**config.mk**
```make
export PLATFORM = sky130hd
export DESIGN_NAME = mem_port_arbiter
export DESIGN_NICKNAME = d
export VERILOG_FILES = /design/src/rtl/mem_port_arbiter.sv
export SDC_FILE = /design/constraint.sdc
export NUM_CORES = 1
export LEC_CHECK = 0
export CELL_PAD_IN_SITES_DETAIL_PLACEMENT = 0
export CELL_PAD_IN_SITES_GLOBAL_PLACEMENT = 1
export CORE_MARGIN = 2
export CORE_UTILIZATION = 35
export DETAILED_ROUTE_END_ITERATION = 8
export GPL_TIMING_DRIVEN = 0
export PLACE_DENSITY_LB_ADDON = 0.2
export RECOVER_POWER = 25
export SLEW_MARGIN = 20
export SYNTH_ARGS = -nofsm -noshare
export SYNTH_HDL_FRONTEND = slang
export SYNTH_SLANG_ARGS = --single-unit
```
**constraint.sdc**
```tcl
create_clock -name clk -period 4.5 [get_ports clk]
set_clock_uncertainty 0.1 [all_clocks]
set_input_delay 0.9 -clock clk [delete_from_list [all_inputs] [get_ports clk]]
set_output_delay 0.9 -clock clk [all_outputs]
set_load 0.01 [all_outputs]
```
**src/rtl/mem_port_arbiter.sv**
```systemverilog
// Arbitrates one shared memory port between an instruction-fetch requester
// and a data (load/store) requester. Data is favoured up to FAIR_LIMIT
// back-to-back grants while fetch waits; a busy transaction with no memAck
// for TIMEOUT_CYCLES cycles is aborted with an error pulse.
module mem_port_arbiter #(
    parameter int unsigned TIMEOUT_CYCLES = 255,
    parameter int unsigned FAIR_LIMIT     = 2
) (
    input  logic        clk,
    input  logic        reset,
    input  logic        ifReq,
    input  logic [31:0] ifAddr,
    output logic [31:0] ifRdata,
    output logic        ifDone,
    input  logic        dReq,
    input  logic        dWe,
    input  logic [31:0] dAddr,
    input  logic [31:0] dWdata,
    output logic [31:0] dRdata,
    output logic        dDone,
    output logic        memReq,
    output logic        memWe,
    output logic [31:0] memAddr,
    output logic [31:0] memWdata,
    input  logic [31:0] memRdata,
    input  logic        memAck,
    output logic        isStall,
    output logic        errTimeout
);

    localparam int unsigned TO_BITS   = $clog2(TIMEOUT_CYCLES + 1);
    localparam int unsigned TO_W      = (TO_BITS > 8) ? TO_BITS : 8;
    localparam int unsigned FAIR_BITS = $clog2(FAIR_LIMIT + 1);
    localparam int unsigned FAIR_W    = (FAIR_BITS > 1) ? FAIR_BITS : 1;

    localparam logic [TO_W-1:0]   TO_MAX   = TO_W'(TIMEOUT_CYCLES);
    localparam logic [FAIR_W-1:0] FAIR_MAX = FAIR_W'(FAIR_LIMIT);

    typedef enum logic [1:0] {
        IDLE,
        DATA_BUSY,
        FETCH_BUSY
    } state_t;

    state_t              state_q, state_d;
    logic                mem_req_d, mem_we_d;
    logic [31:0]         mem_addr_d, mem_wdata_d;
    logic [31:0]         if_rdata_d, d_rdata_d;
    logic                if_done_d, d_done_d, err_d;
    logic [TO_W-1:0]     to_cnt_q, to_cnt_d, to_cnt_inc;
    logic [FAIR_W-1:0]   fair_cnt_q, fair_cnt_d;
    logic                grant_data, grant_fetch;

    // Stall while a request is outstanding and its completion is not yet visible.
    assign isStall = (ifReq & ~ifDone) | (dReq & ~dDone);

    // Next-state, grant selection and next values of every registered output.
    always_comb begin
        state_d     = state_q;
        mem_req_d   = memReq;
        mem_we_d    = memWe;
        mem_addr_d  = memAddr;
        mem_wdata_d = memWdata;
        if_rdata_d  = ifRdata;
        d_rdata_d   = dRdata;
        if_done_d   = 1'b0;
        d_done_d    = 1'b0;
        err_d       = 1'b0;
        to_cnt_d    = to_cnt_q;
        fair_cnt_d  = fair_cnt_q;
        to_cnt_inc  = to_cnt_q + TO_W'(1);
        grant_data  = 1'b0;
        grant_fetch = 1'b0;

        case (state_q)
            IDLE: begin
                // A Done pulse means the requester has not yet seen completion,
                // so its req is stale for one more edge: no grant this cycle.
                if (!ifDone && !dDone) begin
                    if (dReq && (fair_cnt_q < FAIR_MAX)) begin
                        grant_data = 1'b1;
                    end else if (ifReq) begin
                        grant_fetch = 1'b1;
                    end else if (dReq) begin
                        grant_data = 1'b1;
                    end
                end

                if (grant_data) begin
                    state_d     = DATA_BUSY;
                    mem_req_d   = 1'b1;
                    mem_we_d    = dWe;
                    mem_addr_d  = dAddr;
                    mem_wdata_d = dWdata;
                    to_cnt_d    = '0;
                    if (ifReq) begin
                        if (fair_cnt_q < FAIR_MAX) begin
                            fair_cnt_d = fair_cnt_q + FAIR_W'(1);
                        end
                    end else begin
                        fair_cnt_d = '0;
                    end
                end else if (grant_fetch) begin
                    state_d     = FETCH_BUSY;
                    mem_req_d   = 1'b1;
                    mem_we_d    = 1'b0;
                    mem_addr_d  = ifAddr;
                    mem_wdata_d = '0;
                    to_cnt_d    = '0;
                    fair_cnt_d  = '0;
                end
            end

            DATA_BUSY, FETCH_BUSY: begin
                if (memAck) begin
                    state_d   = IDLE;
                    mem_req_d = 1'b0;
                    if (state_q == FETCH_BUSY) begin
                        if_done_d  = 1'b1;
                        if_rdata_d = memRdata;
                    end else begin
                        d_done_d = 1'b1;
                        if (!memWe) begin
                            d_rdata_d = memRdata;
                        end
                    end
                end else if (to_cnt_inc == TO_MAX) begin
                    state_d   = IDLE;
                    mem_req_d = 1'b0;
                    err_d     = 1'b1;
                    to_cnt_d  = to_cnt_inc;
                    if (state_q == FETCH_BUSY) begin
                        if_done_d  = 1'b1;
                        if_rdata_d = '0;
                    end else begin
                        d_done_d  = 1'b1;
                        d_rdata_d = '0;
                    end
                end else begin
                    to_cnt_d = to_cnt_inc;
                end
            end

            default: begin
                state_d   = IDLE;
                mem_req_d = 1'b0;
            end
        endcase
    end

    // State and output registers, cleared asynchronously by reset.
    always_ff @(posedge clk or negedge reset) begin
        if (!reset) begin
            state_q    <= IDLE;
            memReq     <= 1'b0;
            memWe      <= 1'b0;
            memAddr    <= '0;
            memWdata   <= '0;
            ifRdata    <= '0;
            dRdata     <= '0;
            ifDone     <= 1'b0;
            dDone      <= 1'b0;
            errTimeout <= 1'b0;
            to_cnt_q   <= '0;
            fair_cnt_q <= '0;
        end else begin
            state_q    <= state_d;
            memReq     <= mem_req_d;
            memWe      <= mem_we_d;
            memAddr    <= mem_addr_d;
            memWdata   <= mem_wdata_d;
            ifRdata    <= if_rdata_d;
            dRdata     <= d_rdata_d;
            ifDone     <= if_done_d;
            dDone      <= d_done_d;
            errTimeout <= err_d;
            to_cnt_q   <= to_cnt_d;
            fair_cnt_q <= fair_cnt_d;
        end
    end

endmodule

```
==> results of run 1 <==
[layout by cell type, fill, tap and decap left out, types with 4 or more instances in the layout]
master,count
clkdlybuf4s50_1,265
dfrtp_1,145
a22o_1,128
o21ai_0,46
nand2_1,43
mux2i_1,32
clkbuf_1,31
clkbuf_16,17
inv_1,8
nand2b_1,6
nor2_1,4
ha_1,4
clkinv_4,4
bufinv_16,4
[report_power, final]
group          internal, uW  switching [uW]  leakage [uW]
clock network           941             562      0.000306
registers              1890             355       0.00182
logic                  1770            1480       0.00214
[per-stage QoR]
step                      hold WS [ps]  setup slack, ps  cells  utilization (%)
after detailed placement           372             1110    990             52.9
after CTS                          319             1270   1021             56.5
after global placement             363            -3350    989             52.7
after global routing               321             1030   1021             56.4
final                              288             1270   1021             56.4
after floorplan                    357             2180    498                -
[sequential cells by signal, indices dropped and copies added, names as in the netlist, 2 cells and up]
signal and count:
dRdata 32, memAddr 32, memWdata 32, fair_cnt_q 2, to_cnt_q 8, state_q 2
ifRdata 32
[cell families after synthesis]
kind of cell               Yosys count  share of synthesized area, %
muxes                               32                          5.24
xor gates and xnor gates             4                         0.574
adders and majority gates            4                         0.819
and+or+nand+nor                     73                          5.90
buffers and inverters               48                          3.19
DFF                                145                          59.4
AOI/OAI and AO/OA                  192                          24.9
[worst max-delay path: cells and delay by family]
kind,cells,cell delay (ps)
AO/OA/AOI/OAI,1,130
buffers and inverters,3,1200
[layer usage]
layer	wire (um)	track usage, %
met1	7870	24.9
met2	9260	33.5
met3	1780	7.72
met4	471	8.33
met5	0	0
[layout make-up]
cell class / instances / area [um^2] / area share, %
flip-flops and latches: 145 / 3630 / 37.4
repair buffers: 267 / 2670 / 27.6
multi-input cells: 305 / 2290 / 23.6
clock buffers: 18 / 439 / 4.53
well taps: 225 / 282 / 2.91
clock inverters: 13 / 186 / 1.92
plain buffers: 40 / 165 / 1.70
inverters: 8 / 30.0 / 0.310
[final timing paths]
kind                                          from                       to
setup reg to reg           to_cnt_q[0]$_DFFE_PN0P_   ifRdata[5]$_DFFE_PN0P_
hold / removal                               reset  memAddr[17]$_DFFE_PN0P_
min in group clk            memAddr[4]$_DFFE_PN0P_   memAddr[4]$_DFFE_PN0P_
max in group asynchronous                    reset          dDone$_DFF_PN0_
setup / recovery                             ifReq                  isStall
hold reg to reg             memAddr[4]$_DFFE_PN0P_   memAddr[4]$_DFFE_PN0P_
==> metrics.md, run 1 <==
| Metric | Value |
|---|---|
| Design area | `9690 um^2` |
| Fill count | `1460` |
| Crit path top cell by count | `clkdlybuf4s50_1` |
| Largest cells by area after synthesis | `dfrtp_1 59%, a22o_1 18%, mux2i_1 5.2%, o21ai_0 3.8%, nand2_1 2.6%` |
| PD cells | `721 nW/um^2` |
| CTS HTree Levels | `4` |
| Worst slew pin tran | `2130 ps` |
| Startpoint Class | `input pin` |
| CP max-delay cell | `clkdlybuf4s50_1` |
| Crit path required time | `3500 ps` |
| Post-synth ARST share | `100%` |
| Worst-path clk slew | `60 ps` |
| CTS max path bufs | `2` |
| Fmax | `310 MHz` |
| Worst Reg-to-Reg Cells | `7` |
| Post-synth EDFFs | `0` |
| Syn nets | `636` |
| Most frequent cell after synthesis | `dfrtp_1` |
| Status | `finished, violations left` |
| Die height | `136 um` |
| Crit Path Max Fanout | `5` |
| Max Cap Viol | `1` |
| Synth Cell Area | `6110 um^2` |
| Tcrit/Tclk final | `71.8%` |
| Placer's final routability congestion estimate | `0.842` |
| Routed vias/inst | `5.14` |
| Initial drt markers | `194` |
| IO buf count | `266` |
| Synth area leader | `dfrtp_1` |
| Cts bufs inserted | `17` |
| All-layer global routing usage | `20.7%` |
| Initial core utilization | `35.6%` |
| I/O Pins | `268` |
| Min Tclk post-route | `3230 ps` |
| Area grow syn2layout | `58.6%` |
| Core area | `17200 um^2` |
| Cells along the critical path | `clkdlybuf4s50_1, inv_1, o21ai_0, clkdlybuf4s50_1` |
| Clock sinks | `145` |
| R2R setup slack | `1880 ps` |
| Hold_buf cts | `0` |
| Root Buffer | `clkbuf_16` |
| Most frequent cells after synthesis | `145 x dfrtp_1, 128 x a22o_1, 46 x o21ai_0, 43 x nand2_1, 32 x mux2i_1` |
| Global route overflow | `0` |
| Static leakage | `0.00427 uW` |
| Post CTS Setup Buffer Count | `0` |
| Initial antenna violation count | `0` |
| Resize count post-CTS | `0` |
| DIE WIDTH | `136 um` |
| Syn_area_per_cell | `12.3 um^2` |
| Area of the die | `18500 um^2` |
| Remaining DRCs | `0` |
| Largest net degree at the start of global routing | `86` |
| Number of global-route vias before repair | `5362` |
| CP Capture Type | `primary output` |
| Yosys top cell area share | `59.4%` |
| Hold WC Path Type | `input pin to async pin` |
| WL final | `19400 um` |
| RSZ-0062 raised after global routing | `no` |
| YS warnings | `0` |
| Area after DPL | `9090 um^2` |
| WL/cell | `19.0 um` |
| Later-pin clock latency in the skew report | `420 ps` |
| CTS tree | `built` |
| Register area share after synthesis | `59.4%` |
| Post-DP HPWL | `14300 um` |
| Layout net count | `922` |
| FF+latch count, synth | `145` |
| Setup violators final | `0` |
| Setup_tns | `0 ps` |
| WS Path Type | `input pin to primary output` |
| Antenna Diode Count | `0` |
| Ratio of cells with drive above 1 in the final layout | `5.53%` |
| Cell Rows | `48` |
| Routed vias | `5243` |
| Final Hold Viols | `0` |
| Synth Flop Type | `dfrtp_1` |
| Crit path largest cell delay | `590 ps` |
| Slew HR | `-42.3%` |
| Arr. time, crit path | `2230 ps` |
| Max-slew violations | `86` |
| Yosys cell types | `40` |
| Worst-case vdd ir drop | `0.346 mV` |
| Pre-Repair DR Iteration Count | `4` |
| First-pass GRT wire length | `29400 um` |
| Failing checks | `max-capacitance violations, max-slew violations` |
| DRT antenna net count | `0` |
| Tot Pwr | `6990 uW` |
| Mapped Cells | `498` |
Power figures use the tool's default switching activity.
==> run 2: changes to the inputs <==
--- a/config.mk
+++ b/config.mk
@@ -8,7 +8,7 @@
 export CELL_PAD_IN_SITES_DETAIL_PLACEMENT = 0
 export CELL_PAD_IN_SITES_GLOBAL_PLACEMENT = 1
 export CORE_MARGIN = 2
-export CORE_UTILIZATION = 35
+export CORE_UTILIZATION = 32
 export DETAILED_ROUTE_END_ITERATION = 8
 export GPL_TIMING_DRIVEN = 0
 export PLACE_DENSITY_LB_ADDON = 0.2
==> constraint.sdc (replaced) <==
create_clock -name clk -period 3.24 [get_ports clk]
set_clock_uncertainty 0.1 [all_clocks]
set_input_delay 0.648 -clock clk [delete_from_list [all_inputs] [get_ports clk]]
set_output_delay 0.648 -clock clk [all_outputs]
set_load 0.01 [all_outputs]
==> run 2 against run 1 <==
Against the previous run: the run still ends with max-capacitance violations, max-slew violations left; setup slack worse by 750 ps; combinational power is 39% higher; clock-buffer cell count decreased by 1; core utilization down 4.7 points; first-iteration DRC count up 2.6%; sequential power up 40%; final area about the same; global-route usage shrank 1.1 points; total power up 37%; largest power group unchanged; highest routed layer unchanged.
==> metrics.md, run 2 (synthesized netlist as in run 1, its figures left out) <==
| Metric | Value |
|---|---|
| Slew HR | `-6.16%` |
| PD cells | `992 nW/um^2` |
| Routed vias/inst | `5.13` |
| First-pass GRT wire length | `30400 um` |
| Ratio of cells with drive above 1 in the final layout | `5.65%` |
| Root Buffer | `clkbuf_16` |
| Commonest non-fill, non-tap cell in the layout | `clkdlybuf4s50_1` |
| WS Path Type | `input pin to primary output` |
| Core area | `18700 um^2` |
| I/O Pins | `268` |
| Setup ws final | `521 ps` |
| Area after DPL | `9100 um^2` |
| Commonest non-fill, non-tap cells in the layout | `265 x clkdlybuf4s50_1, 145 x dfrtp_1, 128 x a22o_1` |
| RSZ-0062 raised after global routing | `no` |
| Min-Delay Path Depth | `2` |
| Clock sinks | `145` |
| Worst-case vdd ir drop | `0.445 mV` |
| Hold WC Path Type | `register to register` |
| Switch Pwr | `3440 uW` |
| Hold Path End | `memAddr[9]$_DFFE_PN0P_` |
| Static leakage | `0.00425 uW` |
| Routed vias | `5291` |
| Min Tclk post-route | `2720 ps` |
| Failing checks | `max-capacitance violations, max-slew violations` |
| Fmax | `368 MHz` |
| WL/cell | `19.2 um` |
| Dpl ws | `92.5 ps` |
| Layout net count | `922` |
| Cells along the critical path | `clkdlybuf4s50_1, inv_1, o21ai_0, clkdlybuf4s50_1` |
| Startpoint Class | `input pin` |
| Crit path top cell by count | `clkdlybuf4s50_1` |
| Post-DP HPWL | `14700 um` |
| DRT antenna net count | `0` |
| Logic pwr share | `47.1%` |
| Switching Fraction | `35.8%` |
| Max-slew violations | `61` |
| Tcrit/Tclk final | `83.9%` |
| R2R setup slack | `560 ps` |
| Global route overflow | `0` |
| Power Internal | `6170 uW` |
| Max Cap Viol | `1` |
| DIE WIDTH | `142 um` |
| Clock power share | `20.4%` |
| Final Hold Viols | `0` |
| Initial antenna violation count | `0` |
| Stages on worst setup path | `4` |
| Status | `finished, violations left` |
| Area grow syn2layout | `58.5%` |
| CTS tree | `built` |
| Area of the die | `20200 um^2` |
| CTS HTree Levels | `4` |
| CTS max path bufs | `2` |
| Worst slew pin tran | `1590 ps` |
| Remaining DRCs | `0` |
| Cell Rows | `50` |
| Sequential share of power | `32.5%` |
| All-layer global routing usage | `19.5%` |
| CP Capture Type | `primary output` |
| Setup violators final | `0` |
| Crit path required time | `2490 ps` |
| CP Buf/Inv Count | `3` |
| Design area | `9680 um^2` |
| Worst-path clk slew | `60 ps` |
| Hold Path Origin | `memAddr[9]$_DFFE_PN0P_` |
| CP max-delay cell | `clkdlybuf4s50_1` |
| IO buf count | `266` |
| Later-pin clock latency in the skew report | `420 ps` |
| Crit Path Max Fanout | `5` |
| Cts bufs inserted | `17` |
| Resize count post-CTS | `0` |
| Crit path max-delay family | `buffers and inverters` |
| Pre-Repair DR Iteration Count | `4` |
| Crit path largest cell delay | `580 ps` |
| Arr. time, crit path | `1970 ps` |
| Post CTS Setup Buffer Count | `0` |
| WL final | `19800 um` |
| Reg-to-reg startpoint | `to_cnt_q[0]$_DFFE_PN0P_` |
| Largest net degree at the start of global routing | `86` |
| Die height | `142 um` |
| Antenna Diode Count | `0` |
| Setup_tns | `0 ps` |
| Worst Reg-to-Reg Cells | `7` |
| RR Endpoint | `ifRdata[10]$_DFFE_PN0P_` |
| Number of global-route vias before repair | `5485` |
| Initial drt markers | `199` |
| Placer's final routability congestion estimate | `0.781` |
| Initial core utilization | `32.7%` |
| Hold_buf cts | `0` |
==> run 2: power by group through the flow <==
stage | Clock (uW) | Combinational (uW) | Sequential [uW]
after floorplan | 0 | 1840 | 3440
after global placement | 0 | 4490 | 3110
after detailed placement | 0 | 4570 | 3140
after CTS | 2010 | 4590 | 3120
after global routing | 2090 | 4890 | 3230
final | 1960 | 4520 | 3130
==> run 2: stage by stage <==
stage	power [uW]	hold slack, ps	util (%)	instances
3_3_place_gp	7600	365	48.5	998
3_5_place_dp	7700	373	48.6	999
4_1_cts	9720	57.9	51.8	1031
6_report	9610	379	51.8	1031
2_1_floorplan	5280	252	-	498
5_1_grt	10200	405	51.8	1031
==> run 2: how the worst max path moves through the flow <==
stage                               to                     from  slack [ps]
2_1_floorplan   ifRdata[0]$_DFFE_PN0P_  to_cnt_q[0]$_DFFE_PN0P_        1020
3_3_place_gp   to_cnt_q[0]$_DFFE_PN0P_                    reset       -4360
3_5_place_dp   memAddr[16]$_DFFE_PN0P_                    ifReq          90
4_1_cts                        isStall                    ifReq         510
5_1_grt         memAddr[0]$_DFFE_PN0P_                    ifReq         300
6_report                       isStall                    ifReq         520
==> run 2: per-layer routing <==
layer	part of all wire, %	up-vias	global-route usage, %
li1	-	2442	-
met5	0	-	0
met1	41	2638	23.7
met3	8.2	20	6.49
met2	49	191	33.5
met4	1.5	0	4.95
==> run 2: layout make-up <==
type | instances | area, um^2
multi-input cells | 305 | 2290
fillers | 1665 | 9020
flip-flops and latches | 145 | 3630
inverters | 8 | 30.0
plain buffers | 40 | 165
repair buffers | 267 | 2690
clock buffers | 17 | 425
clock inverters | 15 | 169
well taps | 234 | 293
==> run 2: worst min-delay path: stages, from the launching register on <==
cell     delay, ps
dfrtp_1        340
nand2_1         50
o21ai_0         60
==> run 3: changes to the inputs <==
--- a/config.mk
+++ b/config.mk
@@ -8,7 +8,7 @@
 export CELL_PAD_IN_SITES_DETAIL_PLACEMENT = 0
 export CELL_PAD_IN_SITES_GLOBAL_PLACEMENT = 1
 export CORE_MARGIN = 2
-export CORE_UTILIZATION = 32
+export CORE_UTILIZATION = 29
 export DETAILED_ROUTE_END_ITERATION = 8
 export GPL_TIMING_DRIVEN = 0
 export PLACE_DENSITY_LB_ADDON = 0.2
==> constraint.sdc (replaced) <==
create_clock -name clk -period 2.4 [get_ports clk]
set_clock_uncertainty 0.1 [all_clocks]
set_input_delay 0.48 -clock clk [delete_from_list [all_inputs] [get_ports clk]]
set_output_delay 0.48 -clock clk [all_outputs]
set_load 0.01 [all_outputs]
==> run 3 against run 2 <==
Against the previous run: the run now ends clean; clock-buffer cell count unchanged; routed wire length up 0.23%; setup slack worse by 400 ps; clock power up 39%; first-iteration DRC count up 3.0%; flip-flop and latch count unchanged; non-clock buffer count up 1; total power up 36%; sequential share of layout area down 0.46 points; die area up 10%; register-to-register slack worse by 430 ps; critical endpoint is now dRdata[9]$_DFFE_PN0P_.
==> metrics.md, run 3 (synthesized netlist as in run 1, its figures left out) <==
| Metric | Value |
|---|---|
| I/O Pins | `268` |
| First-pass GRT wire length | `30000 um` |
| Largest net degree at the start of global routing | `92` |
| R2R setup slack | `130 ps` |
| Crit path max-delay family | `compound AO/OA/AOI/OAI gates` |
| Layout net count | `923` |
| Root Buffer | `clkbuf_16` |
| Tcrit/Tclk final | `94.8%` |
| Routed vias | `5312` |
| Initial core utilization | `29.3%` |
| Critical Path Source | `to_cnt_q[2]$_DFFE_PN0P_` |
| CTS tree | `built` |
| Hold WC Path Type | `register to register` |
| Reg-to-reg startpoint | `to_cnt_q[2]$_DFFE_PN0P_` |
| Die height | `149 um` |
| Antenna Diode Count | `0` |
| Remaining DRCs | `0` |
| Global route overflow | `0` |
| Status | `complete, no violations` |
| Setup violators final | `0` |
| DRT antenna net count | `0` |
| Startpoint Class | `register` |
| Met1 WL | `8390 um` |
| Sequential share of power | `32.3%` |
| Switching Fraction | `35.9%` |
| Slew HR | `43.8%` |
| WL final | `19900 um` |
| Number of global-route vias before repair | `5337` |
| Logic pwr share | `46.8%` |
| Worst-case vdd ir drop | `0.572 mV` |
| IO buf count | `266` |
| Placer's final routability congestion estimate | `0.762` |
| WL/cell | `18.5 um` |
| Later-pin clock latency in the skew report | `420 ps` |
| Static leakage | `0.00430 uW` |
| Crit path top cell by count | `buf_4` |
| Switch Pwr | `4690 uW` |
| Ratio of cells with drive above 1 in the final layout | `7.39%` |
| Area after DPL | `9150 um^2` |
| Tot Pwr | `13000 uW` |
| Power Internal | `8360 uW` |
| CP Capture Type | `register` |
| Area of the die | `22200 um^2` |
| Fmax | `440 MHz` |
| Max Cap Viol | `0` |
| Initial drt markers | `205` |
| Min Tclk post-route | `2270 ps` |
| Core area | `20800 um^2` |
| Arr. time, crit path | `2480 ps` |
| Cts bufs inserted | `17` |
| Top sig layer | `met4` |
| Crit path largest cell delay | `460 ps` |
| Max-slew violations | `0` |
| CP Buf/Inv Count | `2` |
| Clock power share | `20.9%` |
| Final Hold Viols | `0` |
| Routed vias/inst | `4.95` |
| Clock sinks | `145` |
| Cells along the critical path | `and4_4, nand4b_4, a2111oi_4, buf_4, o21ai_2, buf_4, a22o_1` |
| Post-DP HPWL | `14800 um` |
| CTS HTree Levels | `4` |
| Pre-Repair DR Iteration Count | `4` |
| Worst slew pin tran | `843 ps` |
| Cell Rows | `53` |
| CP max-delay cell | `a2111oi_4` |
| PD cells | `1330 nW/um^2` |
| Hold Path Origin | `memAddr[27]$_DFFE_PN0P_` |
| CTS max path bufs | `2` |
| WS Path Type | `register to register` |
| Initial antenna violation count | `0` |
| DIE WIDTH | `149 um` |
| Crit Path Max Fanout | `10` |
| All-layer global routing usage | `17.5%` |
| Crit path required time | `2610 ps` |
| Design area | `9800 um^2` |
| Metal3 WL | `1710 um` |
| Worst-path clk slew | `70 ps` |
| Area grow syn2layout | `60.5%` |
| Commonest non-fill, non-tap cells in the layout | `264 x clkdlybuf4s50_1, 145 x dfrtp_1, 128 x a22o_1` |
| Met2 WL | `9230 um` |
| Commonest non-fill, non-tap cell in the layout | `clkdlybuf4s50_1` |
==> run 3: cell count changes in the layout (fill, tap and decap cells not counted), moves of 2 or more <==
cell and delta:
clkbuf_1 -7, buf_4 +3, clkinv_4 -4, buf_2 +3, clkinv_8 +3, inv_6 +2, buf_1 -3, clkbuf_2 +3
==> run 3: metrics by stage <==
stage / hold slack (ps) / util (%) / setup TNS, ps / setup WS, ps / instances
final: 378 / 47.1 / 0 / 125 / 1073
after floorplan: 84.4 / - / 0 / 182 / 498
after global placement: 366 / 43.8 / -774150 / -5080 / 1039
after CTS: 384 / 47.1 / 0 / 29.4 / 1074
after global routing: 408 / 47.1 / -38.3 / -14.3 / 1073
after detailed placement: 327 / 43.9 / -47090 / -682 / 1040
==> run 3: worst paths after layout <==
kind                                                 to  depth (start not counted)
worst max-delay path              dRdata[9]$_DFFE_PN0P_                          7
worst min-delay path            memAddr[27]$_DFFE_PN0P_                          2
worst max register to register    dRdata[9]$_DFFE_PN0P_                          7
worst min register to register  memAddr[27]$_DFFE_PN0P_                          2
max in group asynchronous         dRdata[5]$_DFFE_PN0P_                          3
min in group asynchronous       memAddr[14]$_DFFE_PN0P_                          2
==> run 3: layer usage <==
layer,track usage [%],up-vias
li1,-,2455
met1,21.7,2599
met2,28.6,226
met3,5.63,32
met4,6.76,0
met5,0,-
==> run 3: power by group through the flow <==
stage                     combinational (uW)  sequential [uW]  clock [uW]
after floorplan                         2480             4640           0
after global placement                  6080             4210           0
after detailed placement                6160             4240           0
after CTS                               6200             4220        2790
after global routing                    6600             4350        2900
final                                   6100             4220        2720
==> run 3: area by class of cell <==
type	instances	area, um^2
buffer	37	163
clock buffer	17	425
clock inverter	15	189
fill	1930	11000
inverter	8	30.0
multi-input combinational	305	2310
sequential	145	3630
tap	275	344
timing repair buffer	271	2710
==> run 3: what timing repair did <==
item,4_1_cts,5_1_grt
buffers inserted,2,1
hold endpoints to repair,54,0
hold buffers,1,0
endpoints found under the setup margin,119,83
pin swaps,1,1
resized for setup,8,10
==> run 3: worst min-delay path, stage by stage (launching register included) <==
cell and delay [ps]:
dfrtp_1 340, nand2_1 50, o21ai_0 60
